$ cat config.mk
export PLATFORM = sky130hd
export DESIGN_NAME = new_wbck_arb
export DESIGN_NICKNAME = d
export VERILOG_FILES = /design/src/rtl/new_wbck_pkg.sv /design/src/rtl/new_wbck_starve_cnt.sv /design/src/rtl/new_wbck_arb.sv
export SDC_FILE = /design/constraint.sdc
export NUM_CORES = 1
export LEC_CHECK = 0
export CAP_MARGIN = 20
export CORE_ASPECT_RATIO = 2
export CORE_MARGIN = 10
export CORE_UTILIZATION = 40
export CTS_BUF_LIST = sky130_fd_sc_hd__clkbuf_8
export CTS_CLUSTER_SIZE = 28
export DETAILED_ROUTE_END_ITERATION = 8
export PLACE_DENSITY_LB_ADDON = 0.12
export SYNTH_ARGS = -nofsm -noshare
export SYNTH_HDL_FRONTEND = slang
export SYNTH_SLANG_ARGS = --single-unit
export TNS_END_PERCENT = 100
$ cat constraint.sdc
create_clock -name clk -period 5.8 [get_ports clk]
set_clock_uncertainty 0.1 [all_clocks]
set_input_delay 0.87 -clock clk [delete_from_list [all_inputs] [get_ports clk]]
set_output_delay 0.87 -clock clk [all_outputs]
set_load 0.05 [all_outputs]
$ cat src/rtl/new_wbck_pkg.sv
// Shared encodings for the write-back arbiter slice.
package new_wbck_pkg;

    typedef enum logic [1:0] {
        WBCK_SRC_NONE   = 2'd0,
        WBCK_SRC_ALU    = 2'd1,
        WBCK_SRC_LSU    = 2'd2,
        WBCK_SRC_MULDIV = 2'd3
    } wbck_src_e;

    localparam int WBCK_STARVE_LIM = 4;

endpackage

$ cat src/rtl/new_wbck_starve_cnt.sv
// Saturating denial counter; starved once it reaches LIM.
module new_wbck_starve_cnt #(
    parameter int LIM = 4,
    parameter int W   = $clog2(LIM + 1)
) (
    input  logic         clk,
    input  logic         rst,
    input  logic         clr,
    input  logic         inc,
    output logic [W-1:0] cnt,
    output logic         starved
);

    localparam logic [W-1:0] LIM_V = W'(LIM);

    assign starved = (cnt == LIM_V);

    always_ff @(posedge clk or posedge rst) begin
        if (rst) begin
            cnt <= '0;
        end else if (clr) begin
            cnt <= '0;
        end else if (inc && !starved) begin
            cnt <= cnt + 1'b1;
        end
    end

endmodule

$ cat src/rtl/new_wbck_arb.sv
// Write-back arbiter: picks one result per cycle for the regfile port.
module new_wbck_arb
    import new_wbck_pkg::*;
#(
    parameter int XLEN       = 32,
    parameter int RFIDX_W    = 5,
    parameter int STARVE_LIM = WBCK_STARVE_LIM
) (
    input  logic               clk,
    input  logic               rst,
    input  logic               alu_wbck_vld,
    output logic               alu_wbck_rdy,
    input  logic               alu_wbck_wen,
    input  logic [RFIDX_W-1:0] alu_wbck_rdidx,
    input  logic [XLEN-1:0]    alu_wbck_wdat,
    input  logic               lsu_wbck_vld,
    output logic               lsu_wbck_rdy,
    input  logic               lsu_wbck_wen,
    input  logic [RFIDX_W-1:0] lsu_wbck_rdidx,
    input  logic [XLEN-1:0]    lsu_wbck_wdat,
    input  logic               muldiv_wbck_vld,
    output logic               muldiv_wbck_rdy,
    input  logic               muldiv_wbck_wen,
    input  logic [RFIDX_W-1:0] muldiv_wbck_rdidx,
    input  logic [XLEN-1:0]    muldiv_wbck_wdat,
    input  logic               halt_req,
    output logic               rf_wen,
    output logic [RFIDX_W-1:0] rf_rdidx,
    output logic [XLEN-1:0]    rf_wdat,
    output logic [1:0]         grant_src,
    output logic               wbck_idle
);

    localparam int CW = $clog2(STARVE_LIM + 1);

    logic          alu_st, lsu_st, md_st;
    logic [CW-1:0] alu_cnt, lsu_cnt, md_cnt;
    wbck_src_e     sel;

    new_wbck_starve_cnt #(.LIM(STARVE_LIM), .W(CW)) u_alu_cnt (
        .clk     (clk),
        .rst     (rst),
        .clr     (!alu_wbck_vld || alu_wbck_rdy),
        .inc     (alu_wbck_vld && !alu_wbck_rdy && !halt_req),
        .cnt     (alu_cnt),
        .starved (alu_st)
    );

    new_wbck_starve_cnt #(.LIM(STARVE_LIM), .W(CW)) u_lsu_cnt (
        .clk     (clk),
        .rst     (rst),
        .clr     (!lsu_wbck_vld || lsu_wbck_rdy),
        .inc     (lsu_wbck_vld && !lsu_wbck_rdy && !halt_req),
        .cnt     (lsu_cnt),
        .starved (lsu_st)
    );

    new_wbck_starve_cnt #(.LIM(STARVE_LIM), .W(CW)) u_md_cnt (
        .clk     (clk),
        .rst     (rst),
        .clr     (!muldiv_wbck_vld || muldiv_wbck_rdy),
        .inc     (muldiv_wbck_vld && !muldiv_wbck_rdy && !halt_req),
        .cnt     (md_cnt),
        .starved (md_st)
    );

    // Starved requesters first (ALU > MULDIV > LSU), then LSU > MULDIV > ALU.
    always_comb begin
        sel = WBCK_SRC_NONE;
        if (halt_req)                         sel = WBCK_SRC_NONE;
        else if (alu_st && alu_wbck_vld)      sel = WBCK_SRC_ALU;
        else if (md_st && muldiv_wbck_vld)    sel = WBCK_SRC_MULDIV;
        else if (lsu_st && lsu_wbck_vld)      sel = WBCK_SRC_LSU;
        else if (lsu_wbck_vld)                sel = WBCK_SRC_LSU;
        else if (muldiv_wbck_vld)             sel = WBCK_SRC_MULDIV;
        else if (alu_wbck_vld)                sel = WBCK_SRC_ALU;
    end

    assign alu_wbck_rdy    = (sel == WBCK_SRC_ALU);
    assign lsu_wbck_rdy    = (sel == WBCK_SRC_LSU);
    assign muldiv_wbck_rdy = (sel == WBCK_SRC_MULDIV);

    logic               win_wen;
    logic [RFIDX_W-1:0] win_idx;
    logic [XLEN-1:0]    win_dat;

    always_comb begin
        win_wen = 1'b0;
        win_idx = '0;
        win_dat = '0;
        unique case (sel)
            WBCK_SRC_ALU: begin
                win_wen = alu_wbck_wen;
                win_idx = alu_wbck_rdidx;
                win_dat = alu_wbck_wdat;
            end
            WBCK_SRC_LSU: begin
                win_wen = lsu_wbck_wen;
                win_idx = lsu_wbck_rdidx;
                win_dat = lsu_wbck_wdat;
            end
            WBCK_SRC_MULDIV: begin
                win_wen = muldiv_wbck_wen;
                win_idx = muldiv_wbck_rdidx;
                win_dat = muldiv_wbck_wdat;
            end
            default: ;
        endcase
    end

    always_ff @(posedge clk or posedge rst) begin
        if (rst) begin
            rf_wen    <= 1'b0;
            rf_rdidx  <= '0;
            rf_wdat   <= '0;
            grant_src <= WBCK_SRC_NONE;
        end else if (sel != WBCK_SRC_NONE) begin
            // x0 writes still complete the handshake but never reach the regfile
            rf_wen    <= win_wen && (win_idx != '0);
            rf_rdidx  <= win_idx;
            rf_wdat   <= win_dat;
            grant_src <= sel;
        end else begin
            rf_wen    <= 1'b0;
        end
    end

    assign wbck_idle = !(alu_wbck_vld || lsu_wbck_vld || muldiv_wbck_vld)
                       && !rf_wen;

endmodule

# Word-level counts from Yosys, hierarchy flattened
# Index checks and enable logic that the tools add are counted.
[classes]
add_sub_neg = 3
n_eq_ne = 6
mux = 17
reduce_logical = 36
[ops]
columns = ["op", "count"]
rows = [
  ["$pmux 32 s3", 1],
  ["$mux 3", 6],
  ["$pmux 5 s3", 1],
  ["$logic_and 1x1->1", 14],
  ["$logic_not 1->1", 12],
  ["$mux 2", 6],
  ["$add 3x1->3 const B", 3],
  ["$eq 3x3->1 const B", 3],
  ["$reduce_bool 2->1", 4],
  ["$logic_or 1x1->1", 5],
  ["$reduce_bool 5->1", 1],
  ["$eq 2x2->1 const B", 2],
  ["$pmux 1 s3", 1],
  ["$eq 2x1->1 const B", 1],
  ["$mux 1", 2],
]
[word_totals]
register_bits = 49
out_inout_bits = 44
word_cells = 69

# Depth between registers and ports, before layout
[depth]
depth_word = 14
depth_mapped = 9
mapped_depth_nobuf = 7

# Cells and area by module
# A second synthesis with hierarchy kept.
[hier_totals]
hier_cells = 351
area_unflattened_um2 = 2766.4
[by_module_without_submodules]
columns = ["module", "n_inst", "cells_each", "area_each_um2"]
rows = [
  ["new_wbck_arb", 1, 313, 2363.5],
  ["new_wbck_starve_cnt", 2, 19, 201.4],
]

# Worst setup path after synthesis
# OpenSTA, ideal clock, no wires.
[synth_path]
path_kind = "input port to output port"
from = "input port muldiv_wbck_vld"
to = "output port wbck_idle"
arrival_time_ns = 2.425
required_ns = 4.830
setup_slack_ns = 2.405
cell_stages = 1
n_path_buf = 0
cell_sequence = "nor4_1"
[synth_via]
elab_chain_cells = 3
[synth_lines]
columns = ["element", "line_no", "source"]
rows = [
  ["start: declaration", "new_wbck_arb.sv:21", "input logic muldiv_wbck_vld,"],
  ["$logic_or 1x1->1", "new_wbck_arb.sv:128", "assign wbck_idle = !(alu_wbck_vld || lsu_wbck_vld || muldiv_wbck_vld)"],
  ["$logic_not 1->1", "new_wbck_arb.sv:128", ""],
  ["$logic_and 1x1->1", "new_wbck_arb.sv:129", "&& !rf_wen;"],
  ["end: declaration", "new_wbck_arb.sv:31", "output logic wbck_idle"],
]
# Every way passes these cells.

# Worst setup path after layout
[layout_path]
from = "input port halt_req"
to = "output port lsu_wbck_rdy"
[layout_via]
elab_chain_cells = 2
[layout_lines]
columns = ["element", "line_no", "source"]
rows = [
  ["start: declaration", "new_wbck_arb.sv:26", "input logic halt_req,"],
  ["$mux 2", "new_wbck_arb.sv:70", "if (halt_req) sel = WBCK_SRC_NONE;"],
  ["$eq 2x2->1", "new_wbck_arb.sv:80", "assign lsu_wbck_rdy = (sel == WBCK_SRC_LSU);"],
  ["end: declaration", "new_wbck_arb.sv:17", "output logic lsu_wbck_rdy,"],
]
# Every way passes these cells.

==> qor.csv <==
metric;value;unit
chip width;78.1;µm
WP data arrival;3.47;ns
P_int;0.696;mW
slowest library cell on the worst path;clkdlybuf4s50_1;
critical path's most frequent cell;clkdlybuf4s50_1;
initial antenna violation count;0;
Slew @ Worst Pin;0.697;ns
register area share after synthesis;42.7;%
Num Clock Sinks;46;
Final nets;622;
DR vias/cell;5.25;
Switch Pwr;0.411;mW
Root Buffer;clkbuf_8;
P_leak;1.98;nW
worst path cell trace;clkdlybuf4s50_1 -> o21ba_2 -> nand2_1 -> nor2_1 -> clkdlybuf4s50_1;
number of top-level pins;164;
Mean Syn Cell Area;7.86;µm²
flip-flop and latch count after synthesis;46;
Pwr Density;246;nW/µm²
Yosys top cell area share;42.7;%
synth warn;0;
commonest non-fill, non-tap cell in the layout;clkdlybuf4s50_1;
CORE AREA;6570;µm²
CTS tree;built;
max cap viols;0;
layout cell share with drive strength beyond 1;6.02;%
maximum buffer depth of the clock tree;2;
critical path endpoint category;output pin;
first-pass GRT wire length;16.8;mm
Cells after Synth;343;
Port Buffer Count;163;
hold buffer count at cts;0;
top post-synthesis cells by area;dfrtp_1 (43%), nand2_1 (19%), a31oi_1 (7.9%);
routability cong.;0.838;
RSZ-0062 raised after global routing;no;
net count after synthesis;467;
Relative slew margins;53.4;%
kind of critical path;input port to output pin;
Tot Pwr;1.11;mW
cell area after layout;4500;µm²
antenna-violating nets left;0;
highest-count cells in the layout ignoring fill and taps;clkdlybuf4s50_1 (163), nand2_1 (137), dfrtp_1 (46);
hold_ws;0.383;ns
HP Class;flop to flop;
ant diodes;0;
standard-cell row count;42;
clock power share;22.3;%
final period utilization;76.6;%
Post-Route Setup TNS;0;ns
fillers;556;
largest net degree at the start of global routing;47;
Seq pwr share;35.0;%
status;finished clean;
clock transition at the registers of the reported paths;0.09;ns
placed cell area;4370;µm²
Synth Flop Type;dfrtp_1;
Crit Path Max Fanout;21;
post-DP HPWL;8.25;mm
residual DRC count;0;
Setup Buffers After CTS;0;
Worst path max stage delay;0.84;ns
Die Area;10600;µm²
vias in the first global route;3258;
fin crit period;4.44;ns
Mapped Area;2700;µm²
ys async rst share;100;%
gr usage total;19.9;%
Final Hold Vio Count;0;
Initial Util;41.1;%
Die Y-Extent;136;µm
count of cell types in the netlist;38;
final WL;10.9;mm
DR WL/cell;18.5;µm
drt first pass iters;4;
Syn-to-layout area delta;66.7;%
Setup violations, final;0;
grt total ovfl;0;
Synth area leader;dfrtp_1;
Max VDD drop;0.000130;V
CTS Buf Count;5;
CP Data Required Time;4.83;ns
Critical Path Start Type;input port;
number of synthesized flops with an enable pin;0;
Clk Latency, worst-skew pair;0.30;ns
H-tree levels;2;
via count;3079;
combinational share of power;42.7;%
Fmax;225;MHz
Net Sw Frac;37.1;%
Iter 0 DRT Violations;201;
max-slew violations;0;
Gates resized, CTS repair;0;
## registers in the layout, indices dropped and copies added, names as in the netlist
name           flops
u_alu_cnt.cnt      3
rf_wdat           32
rf_rdidx           5
u_md_cnt.cnt       3
grant_src          2
rf_wen             1
## path summary, 6_finish.rpt
path | startpoint | endpoint | slack [ns] | depth (start not counted)
max | halt_req | lsu_wbck_rdy | 1.36 | 5
min | grant_src[0] | grant_src[0] | 0.38 | 2
max reg2reg | u_alu_cnt.cnt[0] | rf_wen | 3.10 | 7
min reg2reg | grant_src[0] | grant_src[0] | 0.38 | 2
max in group asynchronous | rst | rf_wdat[7] | 4.29 | 3
min in group asynchronous | rst | rf_wdat[16] | 0.81 | 2
## through the flow
step	setup WS (ns)	cells	utilization [%]
floorplan	2.41	343	-
global placement	1.40	578	66.5
detailed placement	1.37	578	66.5
CTS	1.35	585	68.2
global route	1.23	586	68.5
finish	1.36	586	68.5
## power groups by stage
stage / Combinational [mW] / Sequential (mW) / Clock, mW
4_1_cts: 0.475 / 0.387 / 0.252
3_5_place_dp: 0.473 / 0.393 / 0
2_1_floorplan: 0.118 / 0.539 / 0
5_1_grt: 0.499 / 0.393 / 0.271
6_report: 0.473 / 0.387 / 0.247
3_3_place_gp: 0.468 / 0.391 / 0
## cells in the mapped netlist (2+ instances only)
| cell | instances |
|---|---|
| inv_1 | 6 |
| nor3_1 | 2 |
| and3_1 | 31 |
| a31oi_1 | 34 |
| nand2_1 | 137 |
| buf_2 | 10 |
| clkbuf_1 | 7 |
| nor2_1 | 8 |
| nand3_1 | 5 |
| a21oi_1 | 9 |
| buf_6 | 3 |
| a21boi_0 | 3 |
| mux2_2 | 5 |
| dfrtp_1 | 46 |
| mux2i_1 | 2 |
| ha_1 | 4 |
| nor2_2 | 2 |
| buf_4 | 2 |
| o21ai_0 | 8 |
## layer usage
layer  track usage [%]  share of wire (%)
met1              20.5                 36
met2              37.6                 56
met3              3.77                5.4
met4              7.82                3.2
met5                 0                  0
## final cells by class
| cell class | instances | area (µm²) | area share [%] |
|---|---|---|---|
| clock buffers | 6 | 82.6 | 1.84 |
| inverters | 6 | 22.5 | 0.501 |
| repair buffers | 170 | 1700 | 37.7 |
| multi-input cells | 269 | 1410 | 31.2 |
| clock inverters | 1 | 30.0 | 0.668 |
| flip-flops and latches | 46 | 1150 | 25.6 |
| well taps | 88 | 110 | 2.45 |
## critical path, delay by kind of cell
kind,cells,cell delay [ns]
buffers and inverters,2,1.49
and+or+nand+nor,2,0.71
AOI/OAI and AO/OA,1,0.39
## cell families after synthesis
group / synth area share (%)
AO/OA/AOI/OAI: 14.1
XOR/XNOR: 0.325
adder cells (fa/ha/maj): 1.86
buffers and inverters: 5.47
flip-flops: 42.7
multiplexers: 2.83
AND/OR/NAND/NOR: 32.7
Note: power is estimated with default switching activity, not from simulation.
